==> config.mk <==
export PLATFORM = sky130hd
export DESIGN_NAME = mem_arbiter_flat
export DESIGN_NICKNAME = d
export VERILOG_FILES = /design/src/rtl/mips_pkg.sv /design/src/rtl/mem_arbiter_if.sv /design/src/rtl/arb_starve_cnt.sv /design/src/rtl/flopr.sv /design/src/rtl/mem_arbiter.sv /design/src/flat_wrapper.sv
export SDC_FILE = /design/constraint.sdc
export NUM_CORES = 1
export LEC_CHECK = 0
export CAP_MARGIN = 20
export CELL_PAD_IN_SITES_DETAIL_PLACEMENT = 0
export CELL_PAD_IN_SITES_GLOBAL_PLACEMENT = 1
export CORE_ASPECT_RATIO = 0.9
export CORE_MARGIN = 8
export CORE_UTILIZATION = 30
export CTS_CLUSTER_DIAMETER = 40
export DETAILED_ROUTE_END_ITERATION = 10
export DONT_BUFFER_PORTS = 1
export MAX_ROUTING_LAYER = met4
export PLACE_DENSITY = 0.56
export SYNTH_ARGS = -nofsm -noshare
export SYNTH_HDL_FRONTEND = slang
export SYNTH_HIERARCHICAL = 1
export SYNTH_SLANG_ARGS = --single-unit
export TNS_END_PERCENT = 50
==> constraint.sdc <==
create_clock -name clk -period 1.77 [get_ports clk]
set_input_delay 0.177 -clock clk [delete_from_list [all_inputs] [get_ports clk]]
set_output_delay 0.177 -clock clk [all_outputs]
set_load 0.01 [all_outputs]
==> src/rtl/mips_pkg.sv <==
// Shared definitions for the memory-side blocks: default bus widths and the
// encoding used to tag in-flight memory responses.
package mips_pkg;

  localparam int DATA_W     = 32;
  localparam int MEM_AW     = 14;
  localparam int STARVE_DEF = 3;

  typedef enum logic [1:0] {
    SRC_NONE = 2'd0,
    SRC_I    = 2'd1,
    SRC_D    = 2'd2
  } rsp_src_e;

  // First response stage: who owns the RAM read, plus the D-side error tag.
  typedef struct packed {
    rsp_src_e src;
    logic     we;
    logic     err;
  } rsp_stage_t;

  function automatic logic is_misaligned(input logic [1:0] lsb);
    return lsb != 2'b00;
  endfunction

endpackage

==> src/rtl/mem_arbiter_if.sv <==
// Fetch, data and shared-RAM signals of the memory arbiter, bundled so the
// arbiter (slave) and its surroundings (master) see complementary directions.
interface mem_arbiter_if
  import mips_pkg::*;
#(
  parameter int WIDTH    = DATA_W,
  parameter int MEMDEPTH = MEM_AW
);

  logic                i_req;
  logic [WIDTH-1:0]    i_addr;
  logic                i_gnt;
  logic                i_valid;
  logic [WIDTH-1:0]    i_rdata;

  logic                d_req;
  logic                d_we;
  logic [WIDTH-1:0]    d_addr;
  logic [WIDTH-1:0]    d_wdata;
  logic                d_gnt;
  logic                d_valid;
  logic [WIDTH-1:0]    d_rdata;
  logic                d_err;

  logic                mem_en;
  logic                mem_we;
  logic [MEMDEPTH-1:0] mem_addr;
  logic [WIDTH-1:0]    mem_wdata;
  logic [WIDTH-1:0]    mem_rdata;

  modport slave (
    input  i_req, i_addr, d_req, d_we, d_addr, d_wdata, mem_rdata,
    output i_gnt, i_valid, i_rdata, d_gnt, d_valid, d_rdata, d_err,
           mem_en, mem_we, mem_addr, mem_wdata
  );

  modport master (
    output i_req, i_addr, d_req, d_we, d_addr, d_wdata, mem_rdata,
    input  i_gnt, i_valid, i_rdata, d_gnt, d_valid, d_rdata, d_err,
           mem_en, mem_we, mem_addr, mem_wdata
  );

endinterface

==> src/rtl/arb_starve_cnt.sv <==
// Counts consecutive cycles the fetch side has been refused; once it reaches
// STARVE_MAX the fetch side is flagged to win the next arbitration.
module arb_starve_cnt #(
  parameter int STARVE_MAX = 3
) (
  input  logic clk,
  input  logic rst,
  input  logic req_i,
  input  logic gnt_i,
  output logic starve_o
);

  localparam int CW = (STARVE_MAX < 1) ? 1 : $clog2(STARVE_MAX + 1);
  localparam logic [CW-1:0] CNT_MAX = CW'(STARVE_MAX);

  logic [CW-1:0] cnt_q;
  logic [CW-1:0] cnt_d;

  always_comb begin
    cnt_d = cnt_q;
    if (!req_i || gnt_i) begin
      cnt_d = '0;
    end else if (cnt_q != CNT_MAX) begin
      cnt_d = cnt_q + CW'(1);
    end
  end

  always_ff @(posedge clk) begin
    if (rst) cnt_q <= '0;
    else     cnt_q <= cnt_d;
  end

  assign starve_o = (cnt_q == CNT_MAX);

endmodule

==> src/rtl/flopr.sv <==
// Plain register with synchronous active-high reset to zero.
module flopr #(
  parameter int WIDTH = 8
) (
  input  logic             clk,
  input  logic             rst,
  input  logic [WIDTH-1:0] d_i,
  output logic [WIDTH-1:0] q_o
);

  always_ff @(posedge clk) begin
    if (rst) q_o <= '0;
    else     q_o <= d_i;
  end

endmodule

==> src/rtl/mem_arbiter.sv <==
// Arbitrates fetch and data requests onto one single-port synchronous RAM,
// D-priority with a starvation override, and returns responses two cycles later.
module mem_arbiter
  import mips_pkg::*;
#(
  parameter int WIDTH      = DATA_W,
  parameter int MEMDEPTH   = MEM_AW,
  parameter int STARVE_MAX = STARVE_DEF
) (
  input  logic            clk,
  input  logic            rst,
  mem_arbiter_if.slave    bus
);

  logic                i_req;
  logic [WIDTH-1:0]    i_addr;
  logic                d_req;
  logic                d_we;
  logic [WIDTH-1:0]    d_addr;
  logic [WIDTH-1:0]    d_wdata;
  logic [WIDTH-1:0]    mem_rdata;

  logic                starve;
  logic                d_mis;
  logic                i_gnt;
  logic                d_gnt;
  logic                mem_en;
  logic                mem_we;
  logic [MEMDEPTH-1:0] mem_addr;
  logic [WIDTH-1:0]    mem_wdata;

  rsp_stage_t          s1_d;
  rsp_stage_t          s1_q;
  logic [2:0]          vld_d;
  logic [2:0]          vld_q;
  logic [WIDTH-1:0]    i_rdata_d;
  logic [WIDTH-1:0]    i_rdata_q;
  logic [WIDTH-1:0]    d_rdata_d;
  logic [WIDTH-1:0]    d_rdata_q;

  logic                unused_addr_bits;

  assign i_req     = bus.i_req;
  assign i_addr    = bus.i_addr;
  assign d_req     = bus.d_req;
  assign d_we      = bus.d_we;
  assign d_addr    = bus.d_addr;
  assign d_wdata   = bus.d_wdata;
  assign mem_rdata = bus.mem_rdata;

  // Only the word-address window reaches the RAM; fetch byte offset is ignored.
  assign unused_addr_bits = ^{i_addr[1:0], i_addr[WIDTH-1:MEMDEPTH+2],
                              d_addr[WIDTH-1:MEMDEPTH+2]};

  assign d_mis = d_req && is_misaligned(d_addr[1:0]);

  arb_starve_cnt #(
    .STARVE_MAX (STARVE_MAX)
  ) u_starve (
    .clk      (clk),
    .rst      (rst),
    .req_i    (i_req),
    .gnt_i    (i_gnt),
    .starve_o (starve)
  );

  always_comb begin
    i_gnt     = 1'b0;
    d_gnt     = 1'b0;
    mem_en    = 1'b0;
    mem_we    = 1'b0;
    mem_addr  = '0;
    mem_wdata = '0;
    if (!rst) begin
      // A misaligned data access never touches the RAM, so fetch rides along.
      if (d_mis) begin
        d_gnt = 1'b1;
        i_gnt = i_req;
      end else if (d_req && i_req) begin
        i_gnt = starve;
        d_gnt = !starve;
      end else begin
        i_gnt = i_req;
        d_gnt = d_req;
      end

      if (i_gnt) begin
        mem_en   = 1'b1;
        mem_addr = i_addr[MEMDEPTH+1:2];
      end else if (d_gnt && !d_mis) begin
        mem_en   = 1'b1;
        mem_we   = d_we;
        mem_addr = d_addr[MEMDEPTH+1:2];
        if (d_we) mem_wdata = d_wdata;
      end
    end
  end

  always_comb begin
    s1_d = '{src: SRC_NONE, we: 1'b0, err: 1'b0};
    if (i_gnt) begin
      s1_d.src = SRC_I;
    end else if (d_gnt && !d_mis) begin
      s1_d.src = SRC_D;
      s1_d.we  = d_we;
    end
    s1_d.err = d_gnt && d_mis;
  end

  flopr #(.WIDTH($bits(rsp_stage_t))) u_stage1 (
    .clk (clk),
    .rst (rst),
    .d_i (s1_d),
    .q_o (s1_q)
  );

  // Stage 2 captures RAM data in N+1 and raises the valid pulses for N+2.
  assign vld_d = {s1_q.src == SRC_I,
                  (s1_q.src == SRC_D) || s1_q.err,
                  s1_q.err};

  assign i_rdata_d = (s1_q.src == SRC_I) ? mem_rdata : i_rdata_q;
  assign d_rdata_d = (s1_q.src == SRC_D && !s1_q.we) ? mem_rdata : d_rdata_q;

  flopr #(.WIDTH(3)) u_stage2_vld (
    .clk (clk),
    .rst (rst),
    .d_i (vld_d),
    .q_o (vld_q)
  );

  flopr #(.WIDTH(WIDTH)) u_stage2_irdata (
    .clk (clk),
    .rst (rst),
    .d_i (i_rdata_d),
    .q_o (i_rdata_q)
  );

  flopr #(.WIDTH(WIDTH)) u_stage2_drdata (
    .clk (clk),
    .rst (rst),
    .d_i (d_rdata_d),
    .q_o (d_rdata_q)
  );

  assign bus.i_gnt     = i_gnt;
  assign bus.d_gnt     = d_gnt;
  assign bus.mem_en    = mem_en;
  assign bus.mem_we    = mem_we;
  assign bus.mem_addr  = mem_addr;
  assign bus.mem_wdata = mem_wdata;
  assign bus.i_valid   = vld_q[2];
  assign bus.d_valid   = vld_q[1];
  assign bus.d_err     = vld_q[0];
  assign bus.i_rdata   = i_rdata_q;
  assign bus.d_rdata   = d_rdata_q;

endmodule
==> src/flat_wrapper.sv <==
// flat-port wrapper written by rule: the top's interface ports become plain ports
module mem_arbiter_flat import mips_pkg::*;
#(
  parameter int WIDTH      = DATA_W,
  parameter int MEMDEPTH   = MEM_AW,
  parameter int STARVE_MAX = STARVE_DEF
)
  (clk, rst, bus_i_req, bus_i_addr, bus_d_req, bus_d_we, bus_d_addr, bus_d_wdata, bus_mem_rdata, bus_i_gnt, bus_i_valid, bus_i_rdata, bus_d_gnt, bus_d_valid, bus_d_rdata, bus_d_err, bus_mem_en, bus_mem_we, bus_mem_addr, bus_mem_wdata);
  mem_arbiter_if #(.WIDTH(WIDTH), .MEMDEPTH(MEMDEPTH)) bus_i ();
  input  logic clk;
  input  logic rst;
  input wire logic [$bits(bus_i.i_req)-1:0] bus_i_req;
  input wire logic [$bits(bus_i.i_addr)-1:0] bus_i_addr;
  input wire logic [$bits(bus_i.d_req)-1:0] bus_d_req;
  input wire logic [$bits(bus_i.d_we)-1:0] bus_d_we;
  input wire logic [$bits(bus_i.d_addr)-1:0] bus_d_addr;
  input wire logic [$bits(bus_i.d_wdata)-1:0] bus_d_wdata;
  input wire logic [$bits(bus_i.mem_rdata)-1:0] bus_mem_rdata;
  output wire logic [$bits(bus_i.i_gnt)-1:0] bus_i_gnt;
  output wire logic [$bits(bus_i.i_valid)-1:0] bus_i_valid;
  output wire logic [$bits(bus_i.i_rdata)-1:0] bus_i_rdata;
  output wire logic [$bits(bus_i.d_gnt)-1:0] bus_d_gnt;
  output wire logic [$bits(bus_i.d_valid)-1:0] bus_d_valid;
  output wire logic [$bits(bus_i.d_rdata)-1:0] bus_d_rdata;
  output wire logic [$bits(bus_i.d_err)-1:0] bus_d_err;
  output wire logic [$bits(bus_i.mem_en)-1:0] bus_mem_en;
  output wire logic [$bits(bus_i.mem_we)-1:0] bus_mem_we;
  output wire logic [$bits(bus_i.mem_addr)-1:0] bus_mem_addr;
  output wire logic [$bits(bus_i.mem_wdata)-1:0] bus_mem_wdata;
  assign bus_i.i_req = bus_i_req;
  assign bus_i.i_addr = bus_i_addr;
  assign bus_i.d_req = bus_d_req;
  assign bus_i.d_we = bus_d_we;
  assign bus_i.d_addr = bus_d_addr;
  assign bus_i.d_wdata = bus_d_wdata;
  assign bus_i.mem_rdata = bus_mem_rdata;
  assign bus_i_gnt = bus_i.i_gnt;
  assign bus_i_valid = bus_i.i_valid;
  assign bus_i_rdata = bus_i.i_rdata;
  assign bus_d_gnt = bus_i.d_gnt;
  assign bus_d_valid = bus_i.d_valid;
  assign bus_d_rdata = bus_i.d_rdata;
  assign bus_d_err = bus_i.d_err;
  assign bus_mem_en = bus_i.mem_en;
  assign bus_mem_we = bus_i.mem_we;
  assign bus_mem_addr = bus_i.mem_addr;
  assign bus_mem_wdata = bus_i.mem_wdata;
  mem_arbiter #(.WIDTH(WIDTH), .MEMDEPTH(MEMDEPTH), .STARVE_MAX(STARVE_MAX)) u_core (.clk(clk), .rst(rst), .bus(bus_i));
endmodule
* Word level (Yosys, flattened, before mapping) *
Index checks and enable logic that the tools add are counted.

word-level totals
  memories kept = 0
  bits of input ports = 133
  flip-flop bits (word level) = 73
  output and inout port bits = 117
  logic and storage cells = 52
  bits in read-only memories = 0
  bits in latches = 0
  bits in writable memories = 0

cells by class
  equality and inequality tests = 4
  $add $sub $neg = 1
  multiply operators = 0
  div/mod/pow operators = 0
  $lt $le $gt $ge = 0
  shift-type cells = 0
  multiplexer cells = 23
  bitwise logic cells = 1
  reduce and logical (&&, ||, !) cells = 16

operator list
  kind                 number
  $mux 32              4
  $mux 14              3
  $mux 1               15
  $logic_and 1x1->1    6
  $eq 2x2->1 const B   2
  $logic_not 1->1      4
  $reduce_or 2->1      2
  $mux 3               1
  $reduce_or 3->1      1
  $add 2x1->2 const B  1
  $eq 2x1->1 const B   1
  $logic_or 1x1->1     2
  $ne 2x2->1 const B   1
  $reduce_bool 2->1    1
  $not 1->1            1

* Depth between registers and ports, before layout *
  depth after elaboration = 9
  depth in mapped cells = 6
  depth with buffers taken out = 5

* By module *
The synthesis kept the hierarchy.

modules (own cells, without submodules)
  module                               area each (um2)  times used  cells each  sequential area each (um2)
  flopr at u_core.u_stage2_drdata ...  863.3            2           67          640.6
  mem_arbiter                          1247.4           1           142         0.0
  flopr at u_core.u_stage1             105.1            1           8           80.1
  arb_starve_cnt                       100.1            1           9           40.0
  flopr at u_core.u_stage2_vld         78.8             1           6           60.1

* Least setup slack after synthesis *
No wires, ideal clock.

  path kind = register -> output
  start = register u_core.u_starve.cnt_q[0]
  end = output port bus_mem_addr[1]
  required time = 1593 ps
  stages on the path, launching flop included = 6
  arrival = 1449 ps
  path buffers = 1
  slack = 144 ps
  cells stage by stage = dfxtp_1 -> ha_1 -> inv_1 -> a311oi_2 -> buf_6 -> a22o_1

between the ends
  word-level cells in the longest chain between the ends = 9
  elaborated cells between the ends (all ways) = 12
  those cells by class = 1 x eq/ne; 9 x mux; 2 x reduce/logical

RTL lines
  element                 RTL line              source
  from (decl)             arb_starve_cnt.sv:16  logic [CW-1:0] cnt_q;
  from (signal assigned)  arb_starve_cnt.sv:30  else cnt_q <= cnt_d;
  $eq 2x2->1 *            arb_starve_cnt.sv:33  assign starve_o = (cnt_q == CNT_MAX);
  net u_core.starve       mem_arbiter.sv:23     logic starve;
  $logic_not 1->1         mem_arbiter.sv:81     d_gnt = !starve;
  $mux 1                  mem_arbiter.sv:79     end else if (d_req && i_req) begin
  $mux 1                  mem_arbiter.sv:76     if (d_mis) begin
  $mux 1                  mem_arbiter.sv:74     if (!rst) begin
  $logic_and 1x1->1       mem_arbiter.sv:90     end else if (d_gnt && !d_mis) begin
  $mux 14                 mem_arbiter.sv:90
  $mux 14 *               mem_arbiter.sv:87     if (i_gnt) begin
  $mux 14 *               mem_arbiter.sv:74
  to (decl)               flat_wrapper.sv:28    output wire logic [$bits(bus_i.mem_addr)-1:0] bus_mem_addr;

Mark *: on every way through the listed nets, which the timed path passes. The rest lies on a longest branch. The select of a mux whose other input is x is not followed.

* Worst setup path after layout *
  start = register u_core.u_starve.cnt_q[1]
  end = output port bus_mem_wdata[8]

between the ends
  word-level cells in the longest chain between the ends = 9
  elaborated cells between the ends (all ways) = 12
  those cells by class = 1 x eq/ne; 9 x mux; 2 x reduce/logical

RTL lines
  element            RTL line              source
  $eq 2x2->1 *       arb_starve_cnt.sv:33
  net u_core.starve  mem_arbiter.sv:23
  $logic_not 1->1    mem_arbiter.sv:81
  $mux 1             mem_arbiter.sv:79
  $mux 1             mem_arbiter.sv:76
  $mux 1             mem_arbiter.sv:74
  $logic_and 1x1->1  mem_arbiter.sv:90
  $mux 32            mem_arbiter.sv:90
  $mux 32 *          mem_arbiter.sv:87
  $mux 32 *          mem_arbiter.sv:74
  to (decl)          flat_wrapper.sv:29    output wire logic [$bits(bus_i.mem_wdata)-1:0] bus_mem_wdata;

Marks and branches as above.

==> run_results.csv <==
group,metric,value,unit
grt,grt_first_pass_wirelength,14600,um
floorplan,start_util,30.4,%
yosys,ys.warnings.count,6,
timing,hold_violations,0,
grt,track_usage,13.7,%
timing,min_period,1920,ps
worst_setup_path,reg2reg_setup_slack,220,ps
yosys,ys_types,24,
worst_setup_path,start_kind,"register",
worst_setup_path,critPathMaxFanout,6,
power_and_ir_drop,vdd_drop_max,0.358,mV
detailed_routing,ant_nets,0,
finish,drive_gt1_share,47.6,%
finish,ff_latch_area,0.00146,mm2
placed_design,placed_cells,416,
status,violations,"negative setup slack",
placed_design,place_area,0.00338,mm2
worst_setup_path,crit_path_end_kind,"primary output",
floorplan,io_pins,250,
clocking,clock_latency,340,ps
timing,holdWs,43.9,ps
yosys,yosysSeqAreaShare,44.9,%
placed_design,port_buffers,0,
timing,fmax,522,MHz
status,status,"finished, violations left",
clocking,clock-sinks,73,
detailed_routing,vias,2193,
clocking,root_buffer,"clkbuf_16",
grt,grt.overflow.total,0,
placed_design,gp_congestion,0.707,
detailed_routing,drt_iter0_drc,75,
placed_design,place_hpwl,6910,um
grt,grt_pass1_vias,2356,
grt,grt_max_degree,72,
worst_hold_path,min_path_type,"in2reg",
yosys,synth_top_cells_by_area,"dfxtp_1 (45%), mux2_2 (21%), nor2b_1 (14%)",
finish,nFillCells,1049,
clocking,path_clk_slew,60,ps
worst_setup_path,endpoint,"bus_mem_wdata[8]",
placed_design,dp_slack,28.2,ps
timing,max_slew_margin,77.9,%
finish,final_cell_mix,"nor2b_1 (71), dfxtp_1 (71), mux2_2 (62)",
detailed_routing,first_pass_iters,4,
yosys,syn_inst,299,
timing,tightest_slew,330,ps
clocking,cts_htree_levels,3,
yosys,yosys_register_bits,73,
finish,finalInstanceArea,0.00415,mm2
finish,syn2layout_area_growth,27.3,%
finish,num-nets-final,441,
timing,finalCritPeriodShare,108,%
worst_setup_path,r2r-end,"u_core/u_starve/cnt_q[0]",
detailed_routing,wl,9870,um
detailed_routing,via_per_inst,4.94,
floorplan,rows,36,
timing,rsz0062_at_grt,"true",
grt,antenna_found_initial,0,
floorplan,die_w,126,um
timing,drv_slew,0,
worst_setup_path,crit_start,"u_core/u_starve/cnt_q[1]",
timing,setup_violations,48,
worst_setup_path,required,1590,ps
finish,layout.cells.non_filler,444,
worst_setup_path,worst_r2r_startpoint,"u_core/u_starve/cnt_q[1]",
power_and_ir_drop,p_leak,1.71,nW
timing,skew,7.81,ps
yosys,syn_area,0.00326,mm2
clocking,cts_max_path_buffers,2,
yosys,syn_area_per_cell,10.9,um2
floorplan,fp.dieH,115,um
clocking,cts_tree,"built",
floorplan,coreArea,0.0107,mm2
worst_setup_path,reg2regPathDepth,7,
yosys,synth_nets,434,
timing,setup_slack,-146,ps
finish,diodes,0,
power_and_ir_drop,powerDensity,949,mW/mm2
finish,multiInputGateArea,0.00193,mm2
worst_setup_path,cp.arrival,1740,ps
detailed_routing,wl_per_cell,22.2,um
floorplan,die_area,0.0145,mm2
yosys,synth_top_area_share,44.9,%
run,drv_cap,0,
detailed_routing,drc,0,
yosys,synth_top_area_cell,"dfxtp_1",
worst_setup_path,worstSetupPathType,"reg2out",
clocking,cts_buffers,9,
==> worst max-delay path, cell delays in order, from the launching register on <==
cell and delay [ps]:
dfxtp_2 330, ha_4 160, a2111oi_4 300, buf_4 190, buf_12 110, buf_16 110, and3_4 200
==> layout make-up <==
type | instances | area share [%]
timing repair buffer | 18 | 6.18
clock buffer | 9 | 5.43
multi-input combinational | 201 | 46.6
tap | 133 | 4.01
inverter | 3 | 0.271
clock inverter | 7 | 2.26
sequential | 73 | 35.3
==> cells in the mapped netlist (all sizes together) <==
library cell  count
ha                2
a31oi             1
or3b              1
clkbuf            7
a311oi            1
mux2i             1
and2              2
nor2b            71
inv               3
mux2             64
nor2              5
a2111oi           1
dfxtp            73
and3             32
buf              15
a22o             14
nand2b            4
or2               1
xor2              1
==> registers in the layout, summed over array words and instances, names as in the netlist <==
name,count
u_core/u_stage2_drdata/q_o,32
u_core/u_stage2_irdata/q_o,32
u_core/u_stage1/q_o,4
u_core/u_stage2_vld/q_o,3
u_core/u_starve/cnt_q,2
==> power by group <==
part / total, W / switching (W) / internal (W)
Combinational: 0.000274 / 0.000120 / 0.000155
Clock: 0.00193 / 0.000701 / 0.00123
Sequential: 0.00173 / 0.0000441 / 0.00168
Total: 0.00394 / 0.000865 / 0.00307
==> stage by stage <==
stage               util [%]  total power, W  TNS [ps]
global placement        31.5         0.00196         0
floorplan                  -         0.00195         0
finish                  38.7         0.00394     -4650
CTS                     38.8         0.00402     -7290
detailed placement      31.5         0.00196         0
global route            38.7         0.00413     -7990
==> logic make-up after synthesis <==
family | synth area share (%)
fa+ha+maj | 0.768
mux | 22.4
simple gates | 22.2
buf+inv | 4.22
xor+xnor | 0.269
compound gates | 5.26
flops | 44.9
==> timing repair <==
item | 4_1_cts | 5_1_grt
resized for setup | 58 | 5
gates cloned | 4 | 0
hold endpoints to repair | 71 | 0
buffers inserted | 9 | 0
endpoints found under the setup margin | 48 | 48
hold buffers | 1 | 0
pin swaps | 22 | 5
==> worst min-delay path by stage <==
stage                                          endpoint  slack (ps)  from  cells past startpoint
after CTS                      u_core/u_starve/cnt_q[1]          20   rst                      2
after global placement       u_core/u_stage2_vld/q_o[0]         260   rst                      1
after floorplan                  u_core/u_stage1/q_o[0]         250   rst                      1
after detailed placement  u_core/u_stage2_drdata/q_o[7]         260   rst                      1
final                          u_core/u_starve/cnt_q[1]          40   rst                      2
after global routing           u_core/u_starve/cnt_q[1]          50   rst                      2
==> per-layer routing <==
metal	wire (um)	track usage, %	vias to the layer above
met2	4780	21.8	142
met4	166	5.52	0
met3	1260	8.11	11
met5	0	-	-
met1	3670	13.6	996
li1	-	-	1044
No activity file was read; power rests on OpenSTA's default activity.
